## config.mk

```make
export PLATFORM = sky130hd
export DESIGN_NAME = pipe_trace_buffer
export DESIGN_NICKNAME = d
export VERILOG_FILES = /design/src/rtl/pipe_trace_buffer.sv
export SDC_FILE = /design/constraint.sdc
export NUM_CORES = 2
export LEC_CHECK = 0
export CORE_MARGIN = 2
export CORE_UTILIZATION = 65
export CTS_CLUSTER_SIZE = 30
export DETAILED_ROUTE_END_ITERATION = 16
export PLACE_DENSITY = 0.95
export SYNTH_ARGS = -nofsm -noshare
export SYNTH_HDL_FRONTEND = slang
export SYNTH_SLANG_ARGS = --single-unit
export TNS_END_PERCENT = 5
```

## constraint.sdc

```tcl
create_clock -name clk_i -period 10.1 [get_ports clk_i]
set_input_delay 1.01 -clock clk_i [delete_from_list [all_inputs] [get_ports clk_i]]
set_output_delay 1.01 -clock clk_i [all_outputs]
set_load 0.01 [all_outputs]
```

## src/rtl/pipe_trace_buffer.sv

```systemverilog
// ---------------------------------------------------------------------------
// pipe_trace_buffer
//
// On-chip trace capture for the rv32i pipeline. NUM_CH probe points raise
// single-cycle event pulses with a payload. Each event is captured into a
// per-channel holding register together with a timestamp. A round-robin
// arbiter moves held events into a shared first-word-fall-through FIFO,
// which drains over a valid/ready stream. Events that find their holding
// register busy are dropped, counted (saturating) and flagged (sticky).
//
// Optional feature macro: TRACE_TS_EN
//   defined   : timestamp counter and per-entry timestamp storage exist,
//               tr_ts_o carries the capture timestamp of the head entry.
//   undefined : counter and storage are removed, tr_ts_o is tied to 0.
//
// Ports:
//   clk_i       clock, rising edge
//   rst_i       asynchronous reset, active-low
//   en_i        capture enable (timestamp runs, events accepted)
//   clear_i     synchronous flush of all state, highest priority
//   ev_valid_i  per-channel event pulse (no backpressure)
//   ev_data_i   payloads, channel k at [k*DATA_W +: DATA_W]
//   tr_valid_o  head entry valid
//   tr_ready_i  consumer accepts head
//   tr_data_o   head payload
//   tr_ch_o     head channel index
//   tr_ts_o     head capture timestamp
//   count_o     FIFO occupancy
//   drop_cnt_o  dropped-event counter, saturating at 16'hFFFF
//   overflow_o  sticky: at least one event dropped
// ---------------------------------------------------------------------------
module pipe_trace_buffer #(
    parameter  int NUM_CH = 4,
    parameter  int DATA_W = 64,
    parameter  int DEPTH  = 16,
    parameter  int TS_W   = 16,
    localparam int CH_W   = (NUM_CH > 1) ? $clog2(NUM_CH) : 1,
    localparam int CNT_W  = $clog2(DEPTH + 1)
) (
    input  logic                     clk_i,
    input  logic                     rst_i,
    input  logic                     en_i,
    input  logic                     clear_i,
    input  logic [NUM_CH-1:0]        ev_valid_i,
    input  logic [NUM_CH*DATA_W-1:0] ev_data_i,
    output logic                     tr_valid_o,
    input  logic                     tr_ready_i,
    output logic [DATA_W-1:0]        tr_data_o,
    output logic [CH_W-1:0]          tr_ch_o,
    output logic [TS_W-1:0]          tr_ts_o,
    output logic [CNT_W-1:0]         count_o,
    output logic [15:0]              drop_cnt_o,
    output logic                     overflow_o
);

    localparam int PTR_W  = $clog2(DEPTH);
    localparam int DROP_W = $clog2(NUM_CH + 1);

    // -----------------------------------------------------------------------
    // State
    // -----------------------------------------------------------------------
    logic [NUM_CH-1:0] hold_v_q, hold_v_d;
    logic [DATA_W-1:0] hold_data_q [NUM_CH];

    logic [DATA_W-1:0] mem_data_q [DEPTH];
    logic [CH_W-1:0]   mem_ch_q   [DEPTH];

`ifdef TRACE_TS_EN
    logic [TS_W-1:0]   ts_q, ts_d;
    logic [TS_W-1:0]   hold_ts_q  [NUM_CH];
    logic [TS_W-1:0]   mem_ts_q   [DEPTH];
`endif

    logic [PTR_W-1:0]  wr_q, wr_d;
    logic [PTR_W-1:0]  rd_q, rd_d;
    logic [CNT_W-1:0]  count_q, count_d;
    logic [CH_W-1:0]   rr_q, rr_d;
    logic [15:0]       drop_cnt_q, drop_cnt_d;
    logic              overflow_q, overflow_d;

    // -----------------------------------------------------------------------
    // Combinational control
    // -----------------------------------------------------------------------
    logic              pop;
    logic              can_push;
    logic              gnt_vld;
    logic [CH_W-1:0]   gnt_idx;
    logic [NUM_CH-1:0] gnt_oh;
    logic [NUM_CH-1:0] load;
    logic [NUM_CH-1:0] drop;
    logic [DROP_W-1:0] n_drop;
    logic [16:0]       drop_sum;
    int unsigned       idx;

    // Round-robin arbiter: first occupied channel at or after rr_q, cyclic.
    // A slot frees up at full occupancy only if the head leaves this cycle.
    always_comb begin
        pop      = (count_q != '0) && tr_ready_i;
        can_push = (count_q != CNT_W'(DEPTH)) || pop;
        gnt_vld  = 1'b0;
        gnt_idx  = '0;
        gnt_oh   = '0;
        idx      = 0;
        if (can_push) begin
            for (int unsigned i = 0; i < NUM_CH; i++) begin
                idx = (32'(rr_q) + i) % NUM_CH;
                if (!gnt_vld && hold_v_q[idx]) begin
                    gnt_vld     = 1'b1;
                    gnt_idx     = CH_W'(idx);
                    gnt_oh[idx] = 1'b1;
                end
            end
        end
    end

    // Capture decision: a busy holding register still accepts an event if it
    // is being granted this cycle (free-and-refill); otherwise it drops.
    always_comb begin
        load   = '0;
        drop   = '0;
        n_drop = '0;
        for (int unsigned k = 0; k < NUM_CH; k++) begin
            if (en_i && ev_valid_i[k]) begin
                if (!hold_v_q[k] || gnt_oh[k]) begin
                    load[k] = 1'b1;
                end else begin
                    drop[k] = 1'b1;
                end
            end
            n_drop = n_drop + DROP_W'(drop[k]);
        end
    end

    // Next-state for all scalar registers; clear_i overrides everything.
    always_comb begin
        hold_v_d   = (hold_v_q & ~gnt_oh) | load;
        wr_d       = wr_q + PTR_W'(gnt_vld);
        rd_d       = rd_q + PTR_W'(pop);
        count_d    = count_q + CNT_W'(gnt_vld) - CNT_W'(pop);
        rr_d       = rr_q;
        drop_sum   = {1'b0, drop_cnt_q} + 17'(n_drop);
        drop_cnt_d = drop_sum[16] ? 16'hFFFF : drop_sum[15:0];
        overflow_d = overflow_q | (|drop);
`ifdef TRACE_TS_EN
        ts_d       = en_i ? ts_q + 1'b1 : ts_q;
`endif
        if (gnt_vld) begin
            rr_d = (gnt_idx == CH_W'(NUM_CH - 1)) ? '0 : gnt_idx + 1'b1;
        end
        if (clear_i) begin
            hold_v_d   = '0;
            wr_d       = '0;
            rd_d       = '0;
            count_d    = '0;
            rr_d       = '0;
            drop_cnt_d = '0;
            overflow_d = 1'b0;
`ifdef TRACE_TS_EN
            ts_d       = '0;
`endif
        end
    end

    // -----------------------------------------------------------------------
    // Registers
    // -----------------------------------------------------------------------
    always_ff @(posedge clk_i or negedge rst_i) begin
        if (!rst_i) begin
            hold_v_q   <= '0;
            wr_q       <= '0;
            rd_q       <= '0;
            count_q    <= '0;
            rr_q       <= '0;
            drop_cnt_q <= '0;
            overflow_q <= 1'b0;
`ifdef TRACE_TS_EN
            ts_q       <= '0;
`endif
        end else begin
            hold_v_q   <= hold_v_d;
            wr_q       <= wr_d;
            rd_q       <= rd_d;
            count_q    <= count_d;
            rr_q       <= rr_d;
            drop_cnt_q <= drop_cnt_d;
            overflow_q <= overflow_d;
`ifdef TRACE_TS_EN
            ts_q       <= ts_d;
`endif
        end
    end

    // Holding registers: payload and capture timestamp.
    always_ff @(posedge clk_i or negedge rst_i) begin
        if (!rst_i) begin
            for (int unsigned k = 0; k < NUM_CH; k++) begin
                hold_data_q[k] <= '0;
`ifdef TRACE_TS_EN
                hold_ts_q[k]   <= '0;
`endif
            end
        end else if (!clear_i) begin
            for (int unsigned k = 0; k < NUM_CH; k++) begin
                if (load[k]) begin
                    hold_data_q[k] <= ev_data_i[k*DATA_W +: DATA_W];
`ifdef TRACE_TS_EN
                    hold_ts_q[k]   <= ts_q;
`endif
                end
            end
        end
    end

    // FIFO storage. Reset clears it so the head fields read 0 out of reset.
    always_ff @(posedge clk_i or negedge rst_i) begin
        if (!rst_i) begin
            for (int unsigned i = 0; i < DEPTH; i++) begin
                mem_data_q[i] <= '0;
                mem_ch_q[i]   <= '0;
`ifdef TRACE_TS_EN
                mem_ts_q[i]   <= '0;
`endif
            end
        end else if (!clear_i && gnt_vld) begin
            mem_data_q[wr_q] <= hold_data_q[gnt_idx];
            mem_ch_q[wr_q]   <= gnt_idx;
`ifdef TRACE_TS_EN
            mem_ts_q[wr_q]   <= hold_ts_q[gnt_idx];
`endif
        end
    end

    // -----------------------------------------------------------------------
    // Outputs
    // -----------------------------------------------------------------------
    assign tr_valid_o = (count_q != '0);
    assign tr_data_o  = mem_data_q[rd_q];
    assign tr_ch_o    = mem_ch_q[rd_q];
`ifdef TRACE_TS_EN
    assign tr_ts_o    = mem_ts_q[rd_q];
`else
    assign tr_ts_o    = '0;
`endif
    assign count_o    = count_q;
    assign drop_cnt_o = drop_cnt_q;
    assign overflow_o = overflow_q;

endmodule

```

==> results.sh <==
export IMPL_status="finished with violations"
export IMPL_violations="capacitance limit, slew limit"
export IMPL_rsz0062_at_grt="no"
export IMPL_grt_pass1_wl_um=326000
export IMPL_synth_common_cells="dfrtp_1 (1348), nand2_1 (1160), o221ai_1 (959)"
export IMPL_seq_area_frac_synth=0.529
export IMPL_crit_type="reg2reg"
export IMPL_first_pass_iters=10
export IMPL_dp_hpwl_um=109000
export IMPL_stdcell_count=6530
export IMPL_synthArstFlopShare=1.00
export IMPL_critPathBufInv=3
export IMPL_hold_viol_final=0
export IMPL_syn_area_per_cell_um2=12.4
export IMPL_cts_tree="yes"
export IMPL_routed_via_density=8.07
export IMPL_yosysUniqueCellTypes=64
export IMPL_syn_area_um2=63800
export IMPL_synth_ff_type="dfrtp_1"
export IMPL_cts_sinks=1348
export IMPL_gr_usage_all_layers=0.432
export IMPL_critical_path_top_delay_family="multiplexers"
export IMPL_die_x_um=317
export IMPL_power_density_nw_per_um2=276
export IMPL_fin_hold_ws_ns=0.287
export IMPL_core_um2=97000
export IMPL_synth_top_area_cell="dfrtp_1"
export IMPL_drive_gt1_frac=0.213
export IMPL_timing_final_crit_share=0.636
export IMPL_grt_start_max_net_pins=195
export IMPL_setup_violations=0
export IMPL_fin_crit_ns=6.43
export IMPL_slew_limit_headroom=-0.0234
export IMPL_cts_resized_gates=0
export IMPL_cts_buffers_inserted=139
export IMPL_setup_tns_ns=0
export IMPL_layout_nets=5424
export IMPL_vias=52700
export IMPL_grt_pass1_vias=55500
export IMPL_p_leak_nw=30.2
export IMPL_clkTransAtPathRegs_ns=0.06
export IMPL_postCtsSetupBuffers=0
export IMPL_die_area_um2=101000
export IMPL_cp_arrival_ns=6.98
export IMPL_rows=114
export IMPL_peakVddDrop_mv=0.230
export IMPL_ant_nets=0
export IMPL_ios=370
export IMPL_min_path_type="in2async"
export IMPL_worst_pin_slew_ns=1.49
export IMPL_synth_edf_count=0
export IMPL_wl_per_cell_um=33.0
export IMPL_root_buffer="clkbuf_16"
export IMPL_synth_top_area_frac=0.529
export IMPL_cts_buffer_depth=3
export IMPL_dpl_worst_slack_ns=4.05
export IMPL_placedCellCount=6270
export IMPL_drv_cap=1
export IMPL_area_growth_pct=13.5
export IMPL_fillers=5374
export IMPL_globalplace_congestion=0.842
export IMPL_maxSlewViolCount=1
export IMPL_end_kind="register"
export IMPL_finalWirelength_um=216000
export IMPL_required_ns=10.66
export IMPL_netlist_top_cells_area="dfrtp_1 (53%), o221ai_1 (13%), mux4_2 (12%)"
export IMPL_cp_max_fo=45
export IMPL_finClkSkew_ns=0.0567
export IMPL_clock_latency_ns=0.80
export IMPL_register_area_um2=33700
export IMPL_drt_iter0_markers=9094
export IMPL_cts_hold_buf=0
export IMPL_drc=0
export IMPL_slowest_stage="mux2i_1"
export IMPL_crit_chain="inv_1 > ha_1 > mux4_2 > a2111o_1 > o211ai_4 > buf_4 > buf_4 > mux2i_1 > o221ai_1"
export IMPL_multi_input_area_um2=27800
export IMPL_htreeDepth=4
export IMPL_synth_seq_cells=1348
export IMPL_io_buffers=353
export IMPL_antenna_found_initial=10
export IMPL_yosys_warnings=0
export IMPL_fin_util=0.747
export IMPL_critPathLaunchType="register"
export IMPL_crit_top_cell="buf_4"
export IMPL_max_stage_delay_ns=1.28
export IMPL_syn_inst=5148
export IMPL_fmax_mhz=156
export IMPL_fin_ws_ns=3.67
export IMPL_synth_most_common_cell="dfrtp_1"
export IMPL_grt_overflow=0
export IMPL_ff2ff_setup_slack_ns=3.67
export IMPL_initial_utilization=0.658
export IMPL_die_h_um=317
cells in the final DEF, fill, tap and decap left out, drive strengths merged, types with 11 or more instances in the layout:
| cell type | count |
|---|---|
| o21ai | 27 |
| ha | 19 |
| clkbuf | 211 |
| nor2 | 20 |
| nand3 | 30 |
| inv | 19 |
| a21oi | 27 |
| mux4 | 327 |
| nor2b | 13 |
| dfrtp | 1348 |
| mux2 | 323 |
| clkinv | 27 |
| buf | 107 |
| conb | 16 |
| clkdlybuf4s50 | 351 |
| mux2i | 74 |
| bufinv | 11 |
| xor2 | 12 |
| nand2 | 1173 |
| o221ai | 1025 |
final cells by class:
cell class	instances	area share
clock buffers	211	0.0584
well taps	1276	0.0220
flip-flops and latches	1348	0.466
repair buffers	458	0.0608
clock inverters	45	0.00881
inverters	14	0.000725
multi-input cells	3175	0.383
diodes	3	0.000104
through the flow:
step	cell area, um2	total power [mW]
2_1_floorplan	63900	11.7
3_3_place_gp	67500	13.7
3_5_place_dp	67500	14.1
4_1_cts	72400	19.7
5_1_grt	72400	20.6
6_report	72400	20.0
kinds of logic after synthesis:
group	synth area share
buffers and inverters	0.0439
AOI/OAI and AO/OA	0.156
and+or+nand+nor	0.0792
xor gates and xnor gates	0.00247
adders and majority gates	0.00498
DFF	0.529
other	0.0000588
muxes	0.185
layer usage:
| metal | vias up | GRT usage | share of wire |
|---|---|---|---|
| li1 | 19800 | - | - |
| met1 | 25600 | 0.502 | 0.30 |
| met2 | 5415 | 0.639 | 0.45 |
| met3 | 1921 | 0.178 | 0.16 |
| met4 | 12 | 0.332 | 0.095 |
| met5 | - | 0 | 0.00046 |
registers in the layout, indices dropped and copies added (netlist names):
register	flops
count_o	5
drop_cnt_o	16
hold_data_q	256
hold_v_q	4
mem_ch_q	32
mem_data_q	1024
overflow_o	1
rd_q	4
rr_q	2
wr_q	4
power by group:
| part | internal [mW] | switching (mW) |
|---|---|---|
| sequential | 6.32 | 0.690 |
| combinational | 2.65 | 4.88 |
| clock | 3.20 | 2.30 |
final timing paths:
kind	from	end	cells past startpoint
hold / removal	rst_i	drop_cnt_o[8]$_DFF_PN0_	1
setup / recovery	rr_q[0]$_DFFE_PN0P_	mem_data_q[729]$_DFFE_PN0P_	9
min in group clk_i	hold_data_q[253]$_DFFE_PN0P_	hold_data_q[253]$_DFFE_PN0P_	1
setup reg to reg	rr_q[0]$_DFFE_PN0P_	mem_data_q[729]$_DFFE_PN0P_	9
hold reg to reg	hold_data_q[253]$_DFFE_PN0P_	hold_data_q[253]$_DFFE_PN0P_	1
max in group asynchronous	rst_i	mem_data_q[102]$_DFFE_PN0P_	3
worst register-to-register path, cell delays in order (launching register included):
cell and delay, ns:
dfrtp_1 0.92, inv_1 0.36, ha_1 0.61, mux4_2 0.62, a2111o_1 0.47, o211ai_4 0.11
buf_4 0.59, buf_4 0.85, mux2i_1 1.38, o221ai_1 0.31
No activity file was read; power rests on OpenSTA's default activity.
